### src/rtl/reset_seq_pkg.sv
// Shared definitions for the reset sequencer: state encoding, counter sizing and
// fault-index width.
package reset_seq_pkg;

  localparam int unsigned FaultStageW = 3;

  typedef logic [2:0] seq_state_t;

  localparam seq_state_t StHold      = 3'd0;
  localparam seq_state_t StRelease   = 3'd1;
  localparam seq_state_t StWaitReady = 3'd2;
  localparam seq_state_t StSettle    = 3'd3;
  localparam seq_state_t StDone      = 3'd4;
  localparam seq_state_t StFault     = 3'd5;

  // Width needed to hold the largest count limit; never below one bit.
  function automatic int unsigned cnt_width(input int unsigned a, input int unsigned b,
                                            input int unsigned c);
    int unsigned m;
    m = a;
    if (b > m) m = b;
    if (c > m) m = c;
    return (m < 2) ? 1 : $clog2(m);
  endfunction

endpackage

### src/rtl/seq_timer.sv
// Shared up-counter with synchronous clear, count enable and a terminal compare.
module seq_timer #(
  parameter int unsigned Width = 8
) (
  input  logic             clk_i,
  input  logic             clear_i,
  input  logic             en_i,
  input  logic [Width-1:0] limit_i,
  output logic             at_limit_o
);

  logic [Width-1:0] count_q, count_d;

  always_comb begin
    count_d = count_q;
    if (clear_i) begin
      count_d = '0;
    end else if (en_i) begin
      count_d = count_q + Width'(1);
    end
  end

  always_ff @(posedge clk_i) begin
    count_q <= count_d;
  end

  assign at_limit_o = (count_q == limit_i);

endmodule

### src/rtl/reset_sequencer.sv
// Holds all subsystem resets for a fixed period, then releases them one at a time,
// waiting for each stage's Ready (with timeout) and a settle gap before the next.
module reset_sequencer
  import reset_seq_pkg::*;
#(
  parameter int unsigned NUM_STAGES    = 4,
  parameter int unsigned HOLD_CYCLES   = 1024,
  parameter int unsigned STAGE_DELAY   = 256,
  parameter int unsigned READY_TIMEOUT = 65535
) (
  input  logic                   Clk,
  input  logic                   nReset,
  input  logic                   SoftReq,
  input  logic [NUM_STAGES-1:0]  Ready,
  output logic [NUM_STAGES-1:0]  StageReset,
  output logic                   Busy,
  output logic                   Done,
  output logic                   Fault,
  output logic [FaultStageW-1:0] FaultStage
);

  localparam int unsigned CntW = cnt_width(HOLD_CYCLES, STAGE_DELAY, READY_TIMEOUT);

  seq_state_t             state_q, state_d;
  logic [FaultStageW-1:0] idx_q, idx_d;
  logic [NUM_STAGES-1:0]  stage_reset_q, stage_reset_d;
  logic                   busy_q, busy_d;
  logic                   done_q, done_d;
  logic                   fault_q, fault_d;
  logic [FaultStageW-1:0] fault_stage_q, fault_stage_d;
  logic                   soft_req_q;

  logic                   rst_req;
  logic                   tmr_clear;
  logic                   tmr_en;
  logic                   tmr_at_limit;
  logic [CntW-1:0]        tmr_limit;
  logic [7:0]             ready_pad;
  logic                   ready_sel;
  logic                   last_stage;
  logic [NUM_STAGES-1:0]  release_mask;

  assign rst_req      = !nReset || soft_req_q;
  // Padding to 8 bits lets the 3-bit index select without width games.
  assign ready_pad    = 8'(Ready);
  assign ready_sel    = ready_pad[idx_q];
  assign last_stage   = (idx_q == FaultStageW'(NUM_STAGES - 1));
  assign release_mask = NUM_STAGES'(1) << idx_q;

  always_comb begin
    tmr_limit = CntW'(HOLD_CYCLES - 1);
    case (state_q)
      StWaitReady: tmr_limit = CntW'(READY_TIMEOUT - 1);
      StSettle:    tmr_limit = CntW'(STAGE_DELAY - 1);
      default:     tmr_limit = CntW'(HOLD_CYCLES - 1);
    endcase
  end

  seq_timer #(
    .Width (CntW)
  ) u_timer (
    .clk_i      (Clk),
    .clear_i    (tmr_clear | rst_req),
    .en_i       (tmr_en),
    .limit_i    (tmr_limit),
    .at_limit_o (tmr_at_limit)
  );

  always_comb begin
    state_d       = state_q;
    idx_d         = idx_q;
    stage_reset_d = stage_reset_q;
    busy_d        = busy_q;
    done_d        = done_q;
    fault_d       = fault_q;
    fault_stage_d = fault_stage_q;
    tmr_clear     = 1'b0;
    tmr_en        = 1'b0;
    case (state_q)
      StHold: begin
        if (tmr_at_limit) begin
          state_d   = StRelease;
          idx_d     = '0;
          tmr_clear = 1'b1;
        end else begin
          tmr_en = 1'b1;
        end
      end
      StRelease: begin
        stage_reset_d = stage_reset_q & ~release_mask;
        state_d       = StWaitReady;
        tmr_clear     = 1'b1;
      end
      StWaitReady: begin
        // Ready takes priority over a coincident timeout.
        if (ready_sel) begin
          tmr_clear = 1'b1;
          if (last_stage) begin
            state_d       = StDone;
            busy_d        = 1'b0;
            done_d        = 1'b1;
            stage_reset_d = '0;
          end else begin
            state_d = StSettle;
          end
        end else if (tmr_at_limit) begin
          state_d = StFault;
        end else begin
          tmr_en = 1'b1;
        end
      end
      StSettle: begin
        if (tmr_at_limit) begin
          idx_d     = idx_q + FaultStageW'(1);
          state_d   = StRelease;
          tmr_clear = 1'b1;
        end else begin
          tmr_en = 1'b1;
        end
      end
      StDone: begin
        state_d = StDone;
      end
      StFault: begin
        stage_reset_d = '1;
        busy_d        = 1'b0;
        done_d        = 1'b0;
        fault_d       = 1'b1;
        fault_stage_d = idx_q;
      end
      default: begin
        state_d   = StHold;
        tmr_clear = 1'b1;
      end
    endcase
  end

  always_ff @(posedge Clk) begin
    soft_req_q <= nReset ? SoftReq : 1'b0;
    if (rst_req) begin
      state_q       <= StHold;
      idx_q         <= '0;
      stage_reset_q <= '1;
      busy_q        <= 1'b1;
      done_q        <= 1'b0;
      fault_q       <= 1'b0;
      fault_stage_q <= '0;
    end else begin
      state_q       <= state_d;
      idx_q         <= idx_d;
      stage_reset_q <= stage_reset_d;
      busy_q        <= busy_d;
      done_q        <= done_d;
      fault_q       <= fault_d;
      fault_stage_q <= fault_stage_d;
    end
  end

  assign StageReset = stage_reset_q;
  assign Busy       = busy_q;
  assign Done       = done_q;
  assign Fault      = fault_q;
  assign FaultStage = fault_stage_q;

endmodule

### config.mk
export PLATFORM = sky130hd
export DESIGN_NAME = reset_sequencer
export DESIGN_NICKNAME = d
export VERILOG_FILES = /design/src/rtl/reset_seq_pkg.sv /design/src/rtl/seq_timer.sv /design/src/rtl/reset_sequencer.sv
export SDC_FILE = /design/constraint.sdc
export NUM_CORES = 1
export LEC_CHECK = 0
export CAP_MARGIN = 40
export CORE_MARGIN = 5
export CORE_UTILIZATION = 35
export CTS_BUF_LIST = sky130_fd_sc_hd__clkbuf_8
export DETAILED_ROUTE_END_ITERATION = 7
export GPL_TIMING_DRIVEN = 0
export SYNTH_ARGS = -nofsm -noshare
export SYNTH_HDL_FRONTEND = slang
export SYNTH_HIERARCHICAL = 1
export SYNTH_SLANG_ARGS = --single-unit
### constraint.sdc
create_clock -name Clk -period 3.9 [get_ports Clk]
set_input_delay 0.585 -clock Clk [delete_from_list [all_inputs] [get_ports Clk]]
set_output_delay 0.585 -clock Clk [all_outputs]
set_load 0.02 [all_outputs]
==> impl_metrics.yaml, run 1 <==
global_route:
  use_met3_pct: 3.362
  grt.total_usage_pct: 12.39
  globalRouteMet1Util_pct: 14.29
  grt_max_degree: 11
  grt-ovfl-total: 0
  antenna_found_initial: 0
  met2_usage_pct: 22.44
  grt_pass1_wl_microns: 6465
  grt_pass1_vias: 1450
  busiest_layer: "met2"
layout:
  drive_gt1_share_pct: 8.980
  fillers: 547
  layout.nets: 257
  final_common_cell: "dfxtp_1"
  mostFrequentLayoutCells: "33 x dfxtp_1, 26 x nor2_1, 19 x xnor2_1, 16 x clkdlybuf4s50_1, 14 x nand2_1"
  syn2layout_area_growth_pct: 20.63
  final_area_sq_um: 2202
  antenna_cells: 0
  final_util_pct: 43.39
timing:
  period_needed_ps: 3353
  worst_clock_skew_ps: 7.012
  fin_crit_sh_pct: 85.97
  rsz0062_at_grt: "no"
  max-slew-margin-rel_pct: 65.76
  hold_viol: 0
  fmax_mhz: 298.3
  setup_tns_ps: 0
  maxSlewViolCount: 0
  max_slew.worst_pin.slew_ps: 513.6
  setup_violations: 0
clocking:
  cts.clk_slew.worst_paths_ps: 70
  cts_setup_buffers: 0
  clockRootBuffer: "clkbuf_8"
  htree_num_levels: 2
  ctsHoldBuffers: 0
  cts_buffers: 5
  ctsResizeCount: 0
  cts.path.max_buffers: 2
  clock_sinks: 33
  cts_tree: "yes"
  clock_latency_ps: 280
worst_setup_path:
  critPathRequiredTime_ps: 4050
  reg2reg_to: "u_timer/count_q[12]"
  arrival_ps: 3500
  cp_max_fo: 10
  start_kind: "flop"
  end_kind: "flop"
  reg2regPathDepth: 14
  worstReg2RegStart: "state_q[1]"
  r2r_setup_slack_ps: 550
  timing_worst_setup_path_type: "flop to flop"
route:
  ant_nets: 0
  vias: 1529
  first_pass_iters: 4
  finalWirelength_microns: 3717
  wl_per_cell_microns: 11.80
  drt_iter0_drc: 108
  route.detailed.drc: 0
  viasPerCell: 4.854
hold_path:
  hold_path.startpoint: "Fault"
  min_to: "Fault"
  hold_class: "flop to flop"
  holdPathStages: 2
logic_synthesis:
  synth_cell_types: 49
  ys_ff_latch: 33
  avgSynthCellArea_sq_um: 8.530
  syn_inst: 214
  yosys_warnings: 6
  yosysSeqAreaShare_pct: 36.19
  synth_area_sq_um: 1826
  ys_async_sr_fraction_pct: 0
  synth_edf_count: 0
  ys.flop_type: "dfxtp_1"
die:
  ioPinCount: 17
  dieArea_sq_um: 6760
  fp.dieH_microns: 82.22
  rows: 26
  initial_core_util_pct: 35.97
  coreArea_sq_um: 5075
  die_w_microns: 82.22
placed_design:
  placed_cell_area_sq_um: 2101
  port_buffers: 16
  hpwl_microns: 2745
  gp_congestion: 0.7606
power:
  p_per_area_nw_per_um2: 300.7
  vdd_drop_max_mv: 0.1854
  p_leak_nw: 0.7783
  total_power_mw: 0.6623
flow_run:
  max_cap_viol_count: 0
outcome:
  status: "finished clean"
-- state kept, by name, summed over array words and instances (netlist names) --
signal and count:
u_timer/count_q 16, StageReset 4, FaultStage 3, idx_q 3, state_q 3, Busy 1
Done 1, Fault 1, soft_req_q 1
-- logic make-up (layout without fill, tap and decap cells) --
kind of cell	Yosys count	count (layout)	synth area share [%]
AOI/OAI and AO/OA	33	33	12.89
xor gates and xnor gates	28	28	13.43
adders and majority gates	6	6	4.112
buffers and inverters	21	46	5.141
DFF	33	33	36.19
muxes	5	5	3.084
other	1	7	0.2054
and+or+nand+nor	87	87	24.95
-- critical path: stages (launching register included) --
cell      delay (ps)
dfxtp_1          410
or3b_1           350
buf_2            160
inv_2            160
xnor2_1          140
nand4_1          110
nor4_1           270
clkbuf_1         350
nor2_1            80
nor2_1            90
nor3_1            50
a21oi_1          120
clkbuf_1         370
clkbuf_1         440
nor2_1           100
-- final cells by class --
class / instances / area, sq um / area share (%)
multi-input cells: 166 / 1094 / 49.66
flip-flops and latches: 33 / 660.6 / 30.00
repair buffers: 17 / 165.2 / 7.500
clock buffers: 7 / 96.34 / 4.375
well taps: 70 / 87.58 / 3.977
plain buffers: 13 / 63.81 / 2.898
inverters: 8 / 30.03 / 1.364
clock inverters: 1 / 5.005 / 0.2273
-- power breakdown --
group	internal (mW)	switching (mW)	leakage [nW]	total (mW)
combinational	0.0163	0.0204	0.457	0.0366
clock	0.160	0.124	0.0542	0.284
sequential	0.339	0.00258	0.267	0.342
-- synth_stat cells (2+ instances only) --
cell      instances  area, sq um
o21ai_0           4        20.02
and3_1            2        12.51
mux2i_1           3        30.03
ha_1              6        75.07
nor2b_1           4        25.02
xor2_1            9        78.83
buf_2             3        15.01
nor2_1           26        97.59
a21oi_1          13        65.06
nand3_1           8        40.04
inv_1             7        26.28
xnor2_1          19        166.4
and2_1            2        12.51
and4_1            2        17.52
nand2b_1          4        25.02
nand2_1          14        52.55
a211oi_1          2        15.01
nand3b_1          2        15.01
nand4_1          11        68.82
o22a_1            3        26.28
dfxtp_1          33        660.6
clkbuf_1          8        30.03
nor3_1            2        10.01
nor4_1            2        12.51
-- metal layers --
metal,up-vias,part of all wire [%]
li1,788,-
met1,697,46
met2,39,48
met3,5,5.0
met4,0,0.73
met5,-,0
-- per-stage QoR --
step | setup slack (ps) | hold WS, ps | instances
final | 547.3 | 452.0 | 315
after global routing | 186.5 | 482.9 | 315
after CTS | 513.2 | 458.8 | 315
after detailed placement | 539.4 | 448.0 | 307
after global placement | 222.5 | 438.8 | 306
after floorplan | 686.7 | 452.2 | 220
-- how the worst max path moves through the flow --
stage / start / endpoint / slack [ps] / depth (start not counted)
global placement: state_q[1] / u_timer/count_q[15] / 220 / 13
detailed placement: state_q[1] / u_timer/count_q[12] / 540 / 14
global route: state_q[1] / u_timer/count_q[12] / 190 / 14
finish: state_q[1] / u_timer/count_q[12] / 550 / 14
CTS: state_q[1] / u_timer/count_q[12] / 510 / 14
floorplan: state_q[1] / u_timer/count_q[15] / 690 / 13
(Power assumes the default switching activity.)
==> run 2: changes to the inputs <==
CORE_ASPECT_RATIO = 1.75   (was default)
SYNTH_HIERARCHICAL = default   (was 1)
==> run 2 against run 1 <==
  * First-iteration DRC count decreased by 52%
  * Clock skew decreased by 0.83 ps
  * Worst hold slack got worse by 10 ps
  * Flip-flop and latch count unchanged
  * Largest power group unchanged
  * Synthesized area decreased by 5.5%
  * Via count increased by 6.1%
  * Die area decreased by 4.0%
  * Critical path depth decreased by 6
  * Final area decreased by 6.1%
  * Combinational power increased by 2%
  * Non-clock buffer count decreased by 2
  * Fmax increased by 14%
==> impl_metrics.yaml, run 2 <==
global_route:
  grt-ovfl-total: 0
  grt_pass1_wl_microns: 7162
  grt_max_degree: 11
  grt.total_usage_pct: 13.74
  grt_pass1_vias: 1626
  antenna_found_initial: 0
outcome:
  status: "finished clean"
layout:
  final_util_pct: 43.53
  largest_register: "u_timer.count_q"
  layout.nets: 242
  largest_register_ff_count: 16
  antenna_cells: 0
  mostFrequentLayoutCells: "33 x dfxtp_1, 28 x a21oi_1, 17 x nand2_1, 16 x clkdlybuf4s50_1, 14 x o31ai_1"
  syn2layout_area_growth_pct: 19.80
  drive_gt1_share_pct: 8.261
  fillers: 496
  final_cells: 282
  final_common_cell: "dfxtp_1"
clocking:
  clockRootBuffer: "clkbuf_8"
  cts_tree: "yes"
  clock_sinks: 33
  cts.clk_slew.worst_paths_ps: 60
  cts.path.max_buffers: 2
  cts_buffers: 5
  htree_num_levels: 2
  cts_setup_buffers: 0
  ctsHoldBuffers: 0
  clock_latency_ps: 280
  ctsResizeCount: 0
die:
  ioPinCount: 17
  rows: 33
  die_w_microns: 63.08
  dieArea_sq_um: 6489
  fp.dieH_microns: 102.9
  coreArea_sq_um: 4748
  initial_core_util_pct: 36.34
worst_setup_path:
  cp_max_fo: 10
  timing_worst_setup_path_type: "primary input to flop"
  path_cells: "clkdlybuf4s50_1 -> mux2_2 -> a22oi_1 -> o211ai_1 -> clkbuf_1 -> clkbuf_1 -> o31ai_1 -> a21oi_1"
  worst_path_max_delay_cell: "a22oi_1"
  critical-path-max-stage-delay_ps: 490
  crit_top_cell: "clkbuf_1"
  start_kind: "primary input"
  arrival_ps: 3100
  critPathRequiredTime_ps: 4060
  end_kind: "flop"
  r2r_setup_slack_ps: 1110
route:
  vias: 1622
  first_pass_iters: 4
  route.detailed.drc: 0
  viasPerCell: 5.752
  wl_per_cell_microns: 14.94
  ant_nets: 0
  finalWirelength_microns: 4213
  drt_iter0_drc: 52
logic_synthesis:
  ys_async_sr_fraction_pct: 0
  avgSynthCellArea_sq_um: 8.376
  synthSimpleGateAreaFrac_pct: 27.92
  synth_top_family_by_area: "simple AND/OR/NAND/NOR gates"
  syn_inst: 206
  synth_compound_area_share_pct: 22.63
  yosysSeqAreaShare_pct: 38.29
  synth_edf_count: 0
  synth.area.mux_share_pct: 1.885
  synth_area_leader_cell: "dfxtp_1"
  synth_top_area_share_pct: 38.29
  ys.flop_type: "dfxtp_1"
  yosys_warnings: 0
  ys_ff_latch: 33
  ys_top_cells_by_area: "dfxtp_1 38%, a21oi_1 8.1%, o31ai_1 6.1%"
  synth_cell_types: 38
  yosys-top-cells-count: "33 x dfxtp_1, 28 x a21oi_1, 17 x nand2_1, 14 x o31ai_1, 12 x or4_1"
  yosys.area_share.adder_pct: 4.351
  synthXorXnorAreaFrac_pct: 0
  synth_area_sq_um: 1725
  synth_nets: 219
  yosysMostFrequentCell: "dfxtp_1"
timing:
  setup_tns_ps: 0
  worst_clock_skew_ps: 6.187
  setup_violations: 0
  holdWs_ps: 442.1
  max-slew-margin-rel_pct: 57.91
  rsz0062_at_grt: "no"
  maxSlewViolCount: 0
  fin_crit_sh_pct: 75.17
  period_needed_ps: 2932
  hold_viol: 0
  max_slew.worst_pin.slew_ps: 628.5
  fmax_mhz: 341.1
placed_design:
  hpwl_microns: 3138
  port_buffers: 16
  gp_congestion: 0.7535
  placed_cells: 274
power:
  p_per_area_nw_per_um2: 345.7
  power.internal_mw: 0.5646
  seqPwrFrac_pct: 48.5
  vdd_drop_max_mv: 0.2762
  total_power_mw: 0.7145
  p_leak_nw: 0.7056
  p_switching_mw: 0.1499
  clkPwrFrac_pct: 46.2
  p_comb_share_pct: 5.2
  p_sw_share_pct: 20.98
flow_run:
  max_cap_viol_count: 0
hold_path:
  hold_class: "flop to flop"
-- run 2: changes by cell type in the layout (fill, tap and decap cells not counted), moves of 3 or more --
cell / before / now
conb_1: 7 / 0
or4_1: 0 / 12
a21oi_1: 13 / 28
and2_1: 2 / 5
xor2_1: 9 / 0
or3_1: 1 / 6
o22a_1: 3 / 0
xnor2_1: 19 / 0
nand2_1: 14 / 17
o31ai_1: 0 / 14
nor2_1: 26 / 11
nand4_1: 11 / 5
clkbuf_1: 8 / 5
o21ai_0: 4 / 8
-- run 2: power groups by stage --
stage / Sequential (mW) / Combinational [mW] / Clock [mW]
floorplan: 0.353 / 0.0242 / 0
global placement: 0.354 / 0.0374 / 0
detailed placement: 0.354 / 0.0377 / 0
CTS: 0.347 / 0.0380 / 0.338
global route: 0.348 / 0.0417 / 0.357
finish: 0.347 / 0.0373 / 0.330
-- run 2: critical path: cells and delay by family --
| kind | cells | cell delay (ps) |
|---|---|---|
| mux | 1 | 260 |
| compound gates | 4 | 1250 |
| buf+inv | 3 | 1010 |
-- run 2: worst paths after layout --
| path | startpoint | cells past startpoint | end |
|---|---|---|---|
| hold reg to reg | Busy | 2 | Busy |
| setup / recovery | Ready[1] | 8 | u_timer.count_q[12] |
| hold / removal | Busy | 2 | Busy |
| setup reg to reg | idx_q[0] | 7 | u_timer.count_q[12] |
-- run 2: metal layers --
| layer | global-route usage, % | wire length [microns] | vias up |
|---|---|---|---|
| li1 | - | - | 816 |
| met1 | 12.75 | 1651 | 768 |
| met2 | 27.83 | 2355 | 30 |
| met3 | 3.381 | 141 | 8 |
| met4 | 5.392 | 65 | 0 |
| met5 | 0 | 0 | - |
-- run 2: final cells by class --
cell class	instances	area, sq um	area share, %
buffer	12	58.81	2.845
clock buffer	6	82.58	3.995
clock inverter	2	33.78	1.634
inverter	7	26.28	1.271
multi-input combinational	154	979.7	47.40
sequential	33	660.6	31.96
tap	52	65.06	3.148
timing repair buffer	16	160.2	7.748
-- run 2: cells by family after synthesis --
kind of cell	count (synthesis)
muxes	3
and+or+nand+nor	84
AOI/OAI and AO/OA	61
DFF	33
adders and majority gates	6
buffers and inverters	19
-- run 2: per-stage QoR --
step,setup slack [ps],area (sq um)
finish,968.3,2067
detailed placement,637.4,1951
global placement,646.3,1951
global route,712.6,2067
CTS,931.6,2067
floorplan,1551,1725
==> run 3: changes to the inputs <==
clock period = 2.39 ns   (was 3.9 ns; I/O delays follow)
==> run 3 against run 2 <==
  * The flow now finishes with violations (setup timing)
  * Worst hold slack improved by 0.79 ps
  * Sequential share of layout area fell by 1.8 points
  * Setup slack worse by 980 ps
  * Sequential power is 63% higher
  * First-iteration DRC count increased by 27%
  * Global-route usage up 0.21 points
  * Critical endpoint is now idx_q[2]
  * Largest power group unchanged
==> impl_metrics.yaml, run 3 (same netlist as run 2, synthesis figures left out) <==
outcome:
  status: "complete, but fails checks"
  violations: "setup timing"
route:
  viasPerCell: 5.685
  first_pass_iters: 4
  route.detailed.drc: 0
  wl_per_cell_microns: 15.09
  ant_nets: 0
  drt_iter0_drc: 66
  vias: 1660
  finalWirelength_microns: 4406
die:
  initial_core_util_pct: 36.34
  dieArea_sq_um: 6489
  coreArea_sq_um: 4748
  ioPinCount: 17
  rows: 33
  die_w_microns: 63.08
  fp.dieH_microns: 102.9
layout:
  final_cells: 292
  final_area_sq_um: 2208
  final_common_cell: "dfxtp_1"
  syn2layout_area_growth_pct: 27.99
  antenna_cells: 0
  largest_register_ff_count: 16
  drive_gt1_share_pct: 15.83
  layout.nets: 252
  largest_register: "u_timer.count_q"
  multi_input_area_sq_um: 1005
  regArea_sq_um: 665.6
  mostFrequentLayoutCells: "29 x dfxtp_1, 27 x a21oi_1, 17 x nand2_1, 16 x clkdlybuf4s50_1, 14 x o31ai_1"
  fillers: 478
worst_setup_path:
  critPathRequiredTime_ps: 2600
  end_kind: "flop"
  timing_worst_setup_path_type: "flop to flop"
  cp_max_fo: 6
  start_kind: "flop"
  arrival_ps: 2610
power:
  clkPwrFrac_pct: 45.5
  seqPwrFrac_pct: 47.9
  vdd_drop_max_mv: 0.4516
  p_leak_nw: 0.7744
  p_switching_mw: 0.2507
  power.internal_mw: 0.9334
  p_comb_share_pct: 6.6
  p_per_area_nw_per_um2: 536.2
  p_sw_share_pct: 21.17
placed_design:
  port_buffers: 16
  place_ws_ps: -646.1
  placed_cell_area_sq_um: 1951
  placed_cells: 274
  hpwl_microns: 3138
  gp_congestion: 0.7535
timing:
  hold_viol: 0
  fin_ws_ps: -12.23
  max-slew-margin-rel_pct: 63.09
  setup_violations: 2
  maxSlewViolCount: 0
  max_slew.worst_pin.slew_ps: 552.6
  setup_tns_ps: -21.98
  rsz0062_at_grt: "yes"
  fmax_mhz: 416.3
  holdWs_ps: 442.9
  period_needed_ps: 2402
  worst_clock_skew_ps: 5.337
  fin_crit_sh_pct: 100.5
clocking:
  cts.path.max_buffers: 2
  cts.clk_slew.worst_paths_ps: 70
  clock_sinks: 33
  cts_buffers: 5
  htree_num_levels: 2
  clock_latency_ps: 280
  ctsHoldBuffers: 0
  clockRootBuffer: "clkbuf_8"
  cts_tree: "yes"
global_route:
  grt_pass1_vias: 1653
  grt_pass1_wl_microns: 7245
  grt_max_degree: 11
  grt.total_usage_pct: 13.94
  grt-ovfl-total: 0
  antenna_found_initial: 0
hold_path:
  hold_class: "flop to flop"
flow_run:
  max_cap_viol_count: 0
-- run 3: worst paths after layout --
kind | startpoint | to | slack (ps) | depth (start not counted)
worst min register to register | Busy | Busy | 440 | 2
worst min-delay path | Busy | Busy | 440 | 2
worst max register to register | state_q[2] | idx_q[2] | -10 | 6
worst max-delay path | state_q[2] | idx_q[2] | -10 | 6
-- run 3: power by group through the flow --
stage	clock network [mW]	registers, mW	logic (mW)
finish	0.539	0.567	0.0781
detailed placement	0	0.578	0.0615
CTS	0.552	0.566	0.0675
global route	0.583	0.568	0.0853
global placement	0	0.578	0.0611
floorplan	0	0.575	0.0396
-- run 3: critical path, stage by stage (launching register included) --
cell	delay, ps
dfxtp_2	350
or3b_4	410
or4_4	510
a2111o_1	490
buf_6	140
or3_1	300
a21oi_1	130
-- run 3: final cells by class --
class | instances | area share (%)
Buffer | 10 | 2.720
Clock buffer | 6 | 3.739
Clock inverter | 2 | 1.530
Inverter | 7 | 1.190
Multi-Input combinational cell | 154 | 45.50
Sequential cell | 33 | 30.14
Tap cell | 52 | 2.946
Timing Repair Buffer | 28 | 12.24
-- run 3: per-layer routing --
metal	share of wire (%)	GRT usage, %
met1	38	12.96
met2	56	28.06
met3	3.5	3.381
met4	1.7	5.882
met5	0	0
-- run 3: timing repair --
action | CTS | global route
endpoints found under the setup margin | 22 | 21
buffers inserted | 7 | 4
cloned | 0 | 1
pin swaps | 6 | 3
resized for setup | 10 | 10
-- run 3: through the flow --
stage | power [mW] | util (%)
global placement | 0.6395 | 41.08
detailed placement | 0.6398 | 41.08
CTS | 1.186 | 45.35
finish | 1.184 | 46.51
floorplan | 0.6149 | -
global route | 1.237 | 46.51
